[config.mk]
export PLATFORM = sky130hd
export DESIGN_NAME = e_tile_operand_buffer
export DESIGN_NICKNAME = d
export VERILOG_FILES = /design/src/rtl/e_tile_operand_buffer_pkg.sv /design/src/rtl/opbuf_prio_sel.sv /design/src/rtl/e_tile_operand_buffer.sv
export SDC_FILE = /design/constraint.sdc
export NUM_CORES = 2
export LEC_CHECK = 0
export CAP_MARGIN = 20
export CORE_ASPECT_RATIO = 1.75
export CORE_UTILIZATION = 40
export CTS_CLUSTER_DIAMETER = 30
export DETAILED_ROUTE_END_ITERATION = 6
export GPL_ROUTABILITY_DRIVEN = 0
export SETUP_SLACK_MARGIN = 0.4
export SYNTH_ARGS = -nofsm -noshare
export SYNTH_HDL_FRONTEND = slang
export SYNTH_SLANG_ARGS = --single-unit
[constraint.sdc]
create_clock -name clk -period 12.6 [get_ports clk]
set_input_delay 2.52 -clock clk [delete_from_list [all_inputs] [get_ports clk]]
set_output_delay 2.52 -clock clk [all_outputs]
set_load 0.02 [all_outputs]
[src/rtl/e_tile_operand_buffer_pkg.sv]
// Shared types for the E-tile operand buffer: slot encodings,
// operand/instruction types and the per-entry bookkeeping record.
package e_tile_operand_buffer_pkg;

    localparam int ETILE_ENTRIES = 8;
    localparam int REG_DATA_W    = 64;

    typedef logic [6:0]            instr_num_t;
    typedef logic [REG_DATA_W-1:0] reg_data_t;

    typedef enum logic [1:0] {
        SLOT_LEFT  = 2'd0,
        SLOT_RIGHT = 2'd1,
        SLOT_PRED  = 2'd2,
        SLOT_RSVD  = 2'd3
    } slot_e;

    typedef struct packed {
        logic       mapped;
        logic       issued;
        logic [2:0] needs;
        logic [2:0] have;
    } entry_t;

    function automatic logic entry_ready(entry_t e);
        return e.mapped & ~e.issued & ((e.have & e.needs) == e.needs);
    endfunction

endpackage

[src/rtl/opbuf_prio_sel.sv]
// Lowest-index priority encoder over a request vector,
// returning the winning index and an any-set flag.
module opbuf_prio_sel #(
    parameter int N = 8,
    parameter int W = $clog2(N)
) (
    input  logic [N-1:0] req,
    output logic [W-1:0] idx,
    output logic         any
);

    // Scan from the top so the lowest set bit wins.
    always_comb begin
        idx = '0;
        any = 1'b0;
        for (int i = N - 1; i >= 0; i--) begin
            if (req[i]) begin
                idx = W'(i);
                any = 1'b1;
            end
        end
    end

endmodule

[src/rtl/e_tile_operand_buffer.sv]
// E-tile reservation-station operand buffer: captures operands, issues
// one ready entry per cycle. OPBUF_BYPASS_EN adds same-cycle presentation.
module e_tile_operand_buffer
    import e_tile_operand_buffer_pkg::*;
#(
    parameter int NUM_SLOTS = ETILE_ENTRIES,
    parameter int DATA_W    = REG_DATA_W,
    parameter int IDX_W     = $clog2(NUM_SLOTS)
) (
    input  logic              clk,
    input  logic              rst,
    input  logic              flush,
    input  logic              map_we,
    input  logic [IDX_W-1:0]  map_idx,
    input  logic [2:0]        map_needs,
    input  logic              op_req,
    output logic              op_ack,
    input  logic [6:0]        op_dest_instr,
    input  logic [1:0]        op_dest_slot,
    input  logic [DATA_W-1:0] op_data,
    output logic              iss_valid,
    input  logic              iss_ready,
    output logic [IDX_W-1:0]  iss_idx,
    output logic [DATA_W-1:0] iss_left,
    output logic [DATA_W-1:0] iss_right,
    output logic              iss_pred,
    output logic              dup_err
);

    entry_t                ent_q [NUM_SLOTS];
    entry_t                ent_d [NUM_SLOTS];
    logic [DATA_W-1:0]     lval_q [NUM_SLOTS];
    logic [DATA_W-1:0]     rval_q [NUM_SLOTS];
    logic [NUM_SLOTS-1:0]  pval_q;

    logic                  valid_q, pred_q, dup_q;
    logic [IDX_W-1:0]      idx_q;
    logic [DATA_W-1:0]     left_q, right_q;

    logic                  pv, pp;
    logic [IDX_W-1:0]      pidx;
    logic [DATA_W-1:0]     pl, pr;

    logic [IDX_W-1:0]      dst;
    logic                  unused_instr;
    logic                  acc, dup, cap, map_dst, fire, hold, drop;
    logic [3:0]            have_ext;
    logic [2:0]            slot_oh;

    logic [NUM_SLOTS-1:0]  rdy_d;
    logic [IDX_W-1:0]      sel_d;
    logic                  any_d, hit_d;
    logic [DATA_W-1:0]     nl, nr;
    logic                  np;

    // Upper instruction bits only matter for tile steering upstream.
    assign dst          = op_dest_instr[IDX_W-1:0];
    assign unused_instr = ^op_dest_instr;

    assign acc      = op_req & ~flush & ~rst;
    assign op_ack   = acc;
    assign map_dst  = map_we & (map_idx == dst);
    // A same-cycle map clears have first, so it never counts as a repeat.
    assign have_ext = {1'b1, map_dst ? 3'b000 : ent_q[dst].have};
    assign dup      = acc & have_ext[op_dest_slot];
    assign cap      = acc & ~dup;
    assign slot_oh  = 3'(4'b0001 << op_dest_slot);

    assign fire = pv & iss_ready & ~flush;
    assign hold = pv & ~iss_ready;
    assign drop = pv & map_we & (map_idx == pidx);

    // Next entry state: fire, then map clear, then capture; flush wins.
    always_comb begin
        for (int i = 0; i < NUM_SLOTS; i++) begin
            ent_d[i] = ent_q[i];
            if (fire && pidx == IDX_W'(i)) begin
                ent_d[i].issued = 1'b1;
            end
            if (map_we && map_idx == IDX_W'(i)) begin
                ent_d[i].mapped = 1'b1;
                ent_d[i].needs  = map_needs;
                ent_d[i].have   = 3'b000;
                ent_d[i].issued = 1'b0;
            end
            if (cap && dst == IDX_W'(i)) begin
                ent_d[i].have = ent_d[i].have | slot_oh;
            end
            if (flush) begin
                ent_d[i].mapped = 1'b0;
                ent_d[i].have   = 3'b000;
                ent_d[i].issued = 1'b0;
            end
            rdy_d[i] = entry_ready(ent_d[i]);
        end
    end

    opbuf_prio_sel #(.N(NUM_SLOTS), .W(IDX_W)) u_sel_d (
        .req (rdy_d),
        .idx (sel_d),
        .any (any_d)
    );

    // Operand values of the next winner, forwarding this cycle's capture.
    always_comb begin
        hit_d = cap & (dst == sel_d);
        nl = (hit_d & slot_oh[SLOT_LEFT])  ? op_data : lval_q[sel_d];
        nr = (hit_d & slot_oh[SLOT_RIGHT]) ? op_data : rval_q[sel_d];
        np = (hit_d & slot_oh[SLOT_PRED])  ? op_data[0] : pval_q[sel_d];
        if (!ent_d[sel_d].needs[2]) begin
            np = 1'b1;
        end
    end

`ifdef OPBUF_BYPASS_EN
    entry_t               cmp_e;
    logic                 byp_hit, hit_b, any_b;
    logic [NUM_SLOTS-1:0] rdy_b;
    logic [IDX_W-1:0]     sel_b;

    // Detect a delivery that completes an entry while nothing is shown.
    always_comb begin
        cmp_e      = ent_q[dst];
        cmp_e.have = cmp_e.have | slot_oh;
        byp_hit    = cap & ~valid_q & ~map_dst & entry_ready(cmp_e);
        for (int i = 0; i < NUM_SLOTS; i++) begin
            rdy_b[i] = entry_ready(ent_q[i]) |
                       (byp_hit & (dst == IDX_W'(i)));
        end
    end

    opbuf_prio_sel #(.N(NUM_SLOTS), .W(IDX_W)) u_sel_b (
        .req (rdy_b),
        .idx (sel_b),
        .any (any_b)
    );

    // Presented view: registered state, or the bypassed winner.
    always_comb begin
        pv    = valid_q;
        pidx  = idx_q;
        pl    = left_q;
        pr    = right_q;
        pp    = pred_q;
        hit_b = cap & (dst == sel_b);
        if (byp_hit & any_b) begin
            pv   = 1'b1;
            pidx = sel_b;
            pl   = (hit_b & slot_oh[SLOT_LEFT])  ? op_data : lval_q[sel_b];
            pr   = (hit_b & slot_oh[SLOT_RIGHT]) ? op_data : rval_q[sel_b];
            pp   = (hit_b & slot_oh[SLOT_PRED])  ? op_data[0] : pval_q[sel_b];
            if (!ent_q[sel_b].needs[2]) begin
                pp = 1'b1;
            end
        end
    end
`else
    // Presented view is purely the registered issue state.
    always_comb begin
        pv   = valid_q;
        pidx = idx_q;
        pl   = left_q;
        pr   = right_q;
        pp   = pred_q;
    end
`endif

    assign iss_valid = pv;
    assign iss_idx   = pidx;
    assign iss_left  = pl;
    assign iss_right = pr;
    assign iss_pred  = pp;
    assign dup_err   = dup_q;

    // Entry bookkeeping and operand storage.
    always_ff @(posedge clk) begin
        for (int i = 0; i < NUM_SLOTS; i++) begin
            if (rst) begin
                ent_q[i]  <= '0;
                lval_q[i] <= '0;
                rval_q[i] <= '0;
                pval_q[i] <= 1'b0;
            end else begin
                ent_q[i] <= ent_d[i];
                if (cap && dst == IDX_W'(i)) begin
                    if (slot_oh[SLOT_LEFT])  lval_q[i] <= op_data;
                    if (slot_oh[SLOT_RIGHT]) rval_q[i] <= op_data;
                    if (slot_oh[SLOT_PRED])  pval_q[i] <= op_data[0];
                end
            end
        end
    end

    // Issue register: hold while stalled, else present the next winner.
    always_ff @(posedge clk) begin
        if (rst) begin
            valid_q <= 1'b0;
            idx_q   <= '0;
            left_q  <= '0;
            right_q <= '0;
            pred_q  <= 1'b0;
            dup_q   <= 1'b0;
        end else begin
            dup_q <= dup;
            if (flush || drop) begin
                valid_q <= 1'b0;
            end else if (hold) begin
                valid_q <= 1'b1;
                idx_q   <= pidx;
                left_q  <= pl;
                right_q <= pr;
                pred_q  <= pp;
            end else begin
                valid_q <= any_d;
                idx_q   <= sel_d;
                left_q  <= nl;
                right_q <= nr;
                pred_q  <= np;
            end
        end
    end

endmodule

# ---- Word-level counts from Yosys, hierarchy flattened
# Memories as Yosys holds them, arrays and structs flattened.
# Cells that the tools add are included.
dict set report totals {
  reg_bits 142
  latch_bits 0
  ram_bits 1088
  mem_bits_ro 0
  inputBits 85
  output_inout_bits 135
  elab_cells 322
  n_memories 3
}
dict set report classes {
  add_sub_neg 0
  multipliers 0
  div_mod_pow 0
  n_lt_le_gt_ge 3
  eq_ne 32
  n_shift 1
  muxes 146
  bitwise 85
  n_reduce_logical 38
}
# memory depth width rd rd_ports_with_merged_regs wr line_no
set mem_list {}
lappend mem_list {lval_q 8 64 1 0 8 e_tile_operand_buffer.sv:32} ;# logic [DATA_W-1:0] lval_q [NUM_SLOTS];
lappend mem_list {rval_q 8 64 1 0 8 e_tile_operand_buffer.sv:33} ;# logic [DATA_W-1:0] rval_q [NUM_SLOTS];
lappend mem_list {ent_q 8 8 9 0 8 e_tile_operand_buffer.sv:30} ;# entry_t ent_q [NUM_SLOTS];
# cell count
set ops {}
lappend ops {{64-bit two-way mux} 18}
lappend ops {{8-bit two-way mux} 16}
lappend ops {{3-bit two-way mux} 25}
lappend ops {{1-bit two-way mux} 74}
lappend ops {{3-bit equality test (second input constant)} 12}
lappend ops {{3-bit equality test} 11}
lappend ops {{1-bit bitwise AND} 30}
lappend ops {{3-bit bitwise AND} 8}
lappend ops {{8-bit binary-select mux with 3-bit select} 1}
lappend ops {{1-bit logical AND} 24}
lappend ops {{1-bit bitwise OR} 24}
lappend ops {{3-bit bitwise OR} 8}
lappend ops {{3-bit by 2-bit equality test with 1-bit output (second input constant)} 6}
lappend ops {{2-bit AND reduction} 9}
lappend ops {{2-bit two-way mux} 8}
lappend ops {{1-bit NOT} 14}
lappend ops {{6-bit two-way mux} 2}
lappend ops {{3-bit by 1-bit equality test with 1-bit output (second input constant)} 3}
lappend ops {{3-bit logical NOT} 3}
lappend ops {{4-bit >= comparator (second input constant)} 1}
lappend ops {{3-bit by 4-bit < comparator with 1-bit output (second input constant)} 1}
lappend ops {{3-bit NOT with 4-bit output} 1}
lappend ops {{1-bit binary-select mux with 3-bit select} 1}
lappend ops {{2-bit by 3-bit < comparator with 1-bit output (second input constant)} 1}
lappend ops {{other kinds (4)} 4}

# ---- Longest topological paths before layout
dict set report depth {
  depth_word 27
  depth_mapped 19
  ltp_nobuf 12
}

# ---- Cells and area by module
# Synthesis repeated with hierarchy kept, for this count alone.
dict set report unflattened {
  cells_unflattened 3850
  hier_area_um2 55441.9
}
# mod instances cells_each area_each_um2 seq_area_each_um2
set modules_own_cells {}
lappend modules_own_cells {e_tile_operand_buffer 1 3837 55361.8 34873.4}
lappend modules_own_cells {opbuf_prio_sel 1 13 80.1 0.0}

# ---- Worst setup path after synthesis
# Ideal clock, no wire load.
dict set report synth_timing {
  path_type {input to register}
  from {input op_dest_instr[0]}
  to {register left_q[10], in the netlist iss_left[10]}
  setup_ps 104
  arrival_ps 6077
  required_ps 12496
  path_slack_ps 6419
  cell_stages 15
  n_path_buf 3
  path_cell_list {buf_6 -> mux2_1 -> mux4_2 -> a2111oi_4 -> o221ai_1 -> nor4_2 -> a21o_1 -> o21bai_1 -> a21oi_2 -> xnor2_1 -> nand3_1 -> o21a_1 -> buf_4 -> buf_2 -> a2111oi_2}
}
dict set report synth_via {
  elab_chain_len 26
  elab_cells_between_ends 78
  classes_between {17 x eq/ne; 28 x mux; 22 x bitwise; 9 x reduce/logical; 2 x memory}
}
# element line_no
set synth_rtl {}
lappend synth_rtl {{start, declared} e_tile_operand_buffer.sv:18} ;# input logic [6:0] op_dest_instr,
lappend synth_rtl {{parallel branches: the longest is 25 deep, another holds memory read 8 x 8 bit} -}
lappend synth_rtl {{64-bit two-way mux (*)} e_tile_operand_buffer.sv:107} ;# nl = (hit_d & slot_oh[SLOT_LEFT]) ? op_data : lval_q[sel_d];
lappend synth_rtl {{end signal, assigned} e_tile_operand_buffer.sv:210} ;# left_q <= pl;
lappend synth_rtl {{end signal, assigned} e_tile_operand_buffer.sv:216} ;# left_q <= nl;
lappend synth_rtl {{end, declared} e_tile_operand_buffer.sv:38} ;# logic [DATA_W-1:0] left_q, right_q;
# Every way passes the cells marked *. The select of a mux whose other input is x is not followed.
# A chain may end at the register's enable or synchronous reset.

# ---- Worst setup path in the final report
dict set report layout_timing {
  from {input op_dest_instr[0]}
  to {register left_q[45], in the netlist iss_left[45]}
}
# Same word-level chain as after synthesis.

==> flow_metrics.env <==
export IMPL_yosysSeqAreaShare=0.611
export IMPL_r2r_cells=15
export IMPL_holdCritPathClass="reg -> reg"
export IMPL_first_iter_violations=3181
export IMPL_crit_chain="clkdlybuf4s50_1, buf_4, mux2_1, a222oi_1, o211a_4, buf_4, o211ai_1, a221oi_1, or4_1, or2_4, buf_4, buf_4, nand2_1, a21oi_1, a311oi_1, mux2_2, a2111oi_2"
export IMPL_first_pass_iters=7
export IMPL_comb_power_share=0.099
export IMPL_worstSkewPairLatency_ns=0.80
export IMPL_synth_edf_count=1024
export IMPL_rsz0062_at_grt="no"
export IMPL_hold_end="ent_q[7][4]"
export IMPL_clkTransAtPathRegs_ns=0.05
export IMPL_wl_um=180000
export IMPL_fin_crit_sh=0.718
export IMPL_pwr_share_clk=0.461
export IMPL_peakVddDrop_mv=0.128
export IMPL_cap_violations=0
export IMPL_r2r_end="iss_left[45]"
export IMPL_clock_fmax_mhz=111
export IMPL_grt_max_degree=193
export IMPL_power_switching_w=0.00270
export IMPL_clock_sinks=1230
export IMPL_die_area_mm2=0.144
export IMPL_worst_setup_path_end_kind="flop"
export IMPL_areaGrowthSynthToFinish_pct=16.3
export IMPL_cpMaxStageDelayCell="buf_4"
export IMPL_syn_inst=5109
export IMPL_post_route_min_period_ns=9.05
export IMPL_core_area_mm2=0.142
export IMPL_syn_cell_area_mm2=0.0571
export IMPL_fin_worst_skew_ns=0.0415
export IMPL_cts_root_buf="clkbuf_16"
export IMPL_hold_depth=2
export IMPL_ys_warn_count=0
export IMPL_die_h_um=502
export IMPL_cp_slowest_stage_delay_ns=0.81
export IMPL_ff2ff_setup_slack_ns=5.92
export IMPL_cpMostUsedCell="buf_4"
export IMPL_worst_slack_ns=3.55
export IMPL_drv_slew=0
export IMPL_cp_max_fo=87
export IMPL_cts_tree="done"
export IMPL_grt_usage=0.247
export IMPL_finalHoldViolations=0
export IMPL_avgSynthCellArea_um2=11.2
export IMPL_critical_path_arrival_ns=9.71
export IMPL_power_w=0.0107
export IMPL_r2r_start="ent_q[3][1]"
export IMPL_crit_type="in -> reg"
export IMPL_fin_tns_setup_ns=0
export IMPL_post_dp_hpwl_um=91800
export IMPL_maxSlewHeadroom=0.223
export IMPL_initial_core_util=0.402
export IMPL_num_vias=40502
export IMPL_ant_nets=0
export IMPL_antenna_found_initial=12
export IMPL_numPortBuffers=215
export IMPL_grt_pass1_vias=40435
export IMPL_cts_resized=0
export IMPL_tightest_slew_ns=1.17
export IMPL_hp_start="ent_q[7][4]"
export IMPL_setup_viol=0
export IMPL_drive_above_1_share=0.114
export IMPL_num_rows=183
export IMPL_clk_path_buf_depth=3
export IMPL_die_x_um=288
export IMPL_violations="design-rule violations"
export IMPL_grt_pass1_wl_um=263000
export IMPL_drc=82
export IMPL_async_flop_share=0
export IMPL_leakage_nw=23.9
export IMPL_num_io_pins=220
export IMPL_cts_hold_buf=0
export IMPL_numCtsBuffers=172
export IMPL_p_int_w=0.00801
export IMPL_power_density_mw_per_mm2=161
export IMPL_synth_ff_type="edfxtp_1"
export IMPL_post_cts_buffers=0
export IMPL_cp_required_ns=13.27
export IMPL_crit_start="op_dest_instr[0]"
export IMPL_gr_total_overflow=0
export IMPL_ys_ff_latch=1230
export IMPL_preCtsSetupSlack_ns=2.90
export IMPL_viasPerCell=5.71
export IMPL_seq_power_share=0.439
export IMPL_avgRoutedWirePerCell_um=25.4
export IMPL_syn_num_nets=5194
export IMPL_whs_ns=0.452
export IMPL_nets=5171
export IMPL_cts_htree_levels=4
export IMPL_status="finished, violations left"
export IMPL_critPathLaunchType="input port"
export IMPL_swShare=0.252
export IMPL_ys_types=73
[layout by cell type, fill, tap and decap left out, types with 6 or more instances in the layout]
| cell type | count |
|---|---|
| inv_1 | 7 |
| buf_4 | 71 |
| and3_1 | 304 |
| clkinv_4 | 16 |
| clkbuf_1 | 19 |
| clkdlybuf4s50_1 | 214 |
| buf_12 | 9 |
| o21a_1 | 6 |
| clkinv_1 | 16 |
| and2_1 | 963 |
| clkinvlp_4 | 15 |
| a311o_1 | 16 |
| bufinv_16 | 18 |
| edfxtp_1 | 1024 |
| a2111oi_2 | 64 |
| nand2_1 | 656 |
| a311oi_1 | 225 |
| mux2i_1 | 22 |
| clkbuf_8 | 9 |
| a31oi_1 | 23 |
| mux2_2 | 112 |
| dfxtp_1 | 206 |
| nor2_1 | 320 |
| o21ai_0 | 105 |
| a21oi_1 | 372 |
| xnor2_1 | 6 |
| nor2b_1 | 19 |
| clkinv_2 | 24 |
| nand2b_1 | 8 |
| mux2_1 | 8 |
| nor3_1 | 11 |
| clkbuf_16 | 176 |
| inv_6 | 18 |
| nor2_4 | 7 |
| nand3_1 | 15 |
| or2_4 | 15 |
[power groups by stage]
stage	clock network [W]	registers, W	logic (W)
after global placement	0	0.00478	0.00105
after CTS	0.00499	0.00470	0.00107
after floorplan	0	0.00481	0.000615
after global routing	0.00515	0.00472	0.00115
after detailed placement	0	0.00479	0.00107
final	0.00494	0.00470	0.00107
[registers in the layout, indices dropped and copies added (netlist names), 3 cells and up]
| register | flops |
|---|---|
| iss_left | 64 |
| lval_q | 512 |
| rval_q | 512 |
| iss_right | 64 |
| iss_idx | 3 |
| ent_q | 64 |
| pval_q | 8 |
[layout make-up]
| type | count | area (um^2) |
|---|---|---|
| inverter | 7 | 26.3 |
| tap | 1850 | 2310 |
| clock inverter | 119 | 1320 |
| antenna | 5 | 12.5 |
| sequential | 1230 | 34900 |
| clock buffer | 204 | 4600 |
| timing repair buffer | 296 | 2880 |
| multi-input combinational | 3379 | 20400 |
| fill | 12706 | 75500 |
[stage by stage]
stage / util / area (um^2) / cells
6_report: 0.468 / 66500 / 7090
5_1_grt: 0.468 / 66400 / 7086
4_1_cts: 0.468 / 66400 / 7085
3_5_place_dp: 0.426 / 60500 / 6762
3_3_place_gp: 0.426 / 60500 / 6760
2_1_floorplan: - / 57100 / 5109
[worst max-delay path, delay by kind of cell]
| family | cells | cell delay [ns] |
|---|---|---|
| buffers and inverters | 5 | 2.96 |
| AOI/OAI and AO/OA | 7 | 2.36 |
| and+or+nand+nor | 3 | 0.96 |
| muxes | 2 | 0.73 |
[worst max path at each step]
stage / to / slack [ns]
floorplan: iss_left[10] / 6.42
global placement: iss_left[52] / 2.92
detailed placement: iss_left[45] / 2.90
CTS: iss_left[45] / 3.71
global route: iss_left[45] / 3.27
finish: iss_left[45] / 3.55
[cells in the mapped netlist (all sizes together) (3+ instances only)]
cell type | n | area (um^2)
edfxtp | 1024 | 30700
and2 | 963 | 6020
nand2 | 656 | 2460
clkbuf | 399 | 1500
a21oi | 375 | 1880
nor2 | 327 | 1230
and3 | 305 | 1910
a311oi | 225 | 1970
dfxtp | 206 | 4120
mux2 | 120 | 1350
o21ai | 108 | 541
buf | 94 | 509
a2111oi | 66 | 1000
a31oi | 23 | 144
mux2i | 22 | 220
nor2b | 19 | 119
or2 | 18 | 113
a311o | 16 | 160
nand3 | 15 | 75.1
nor3 | 14 | 70.1
nand2b | 10 | 62.6
o21a | 9 | 67.6
inv | 7 | 26.3
nand4 | 6 | 43.8
xnor2 | 6 | 52.6
a21boi | 5 | 37.5
a211oi | 4 | 42.5
a21o | 4 | 31.3
a22oi | 4 | 30.0
and4 | 4 | 35.0
and4b | 4 | 40.0
nand4bb | 4 | 45.0
nor4 | 4 | 31.3
a221oi | 3 | 32.5
mux4 | 3 | 67.6
nand4b | 3 | 26.3
nor4bb | 3 | 30.0
o211a | 3 | 30.0
o211ai | 3 | 22.5
or3 | 3 | 18.8
xor2 | 3 | 26.3
[per-layer routing]
layer | global-route usage | vias to the layer above | wire [um]
met4 | 0.104 | 12 | 6860
li1 | - | 18211 | -
met1 | 0.295 | 20393 | 69800
met5 | 0 | - | 73
met3 | 0.0432 | 423 | 11800
met2 | 0.432 | 1463 | 91500
[cell families after synthesis]
family	synth area share
simple gates	0.217
flops	0.611
compound gates	0.107
buf+inv	0.0356
mux	0.0287
xor+xnor	0.00138
Note: power is estimated with default switching activity, not from simulation.
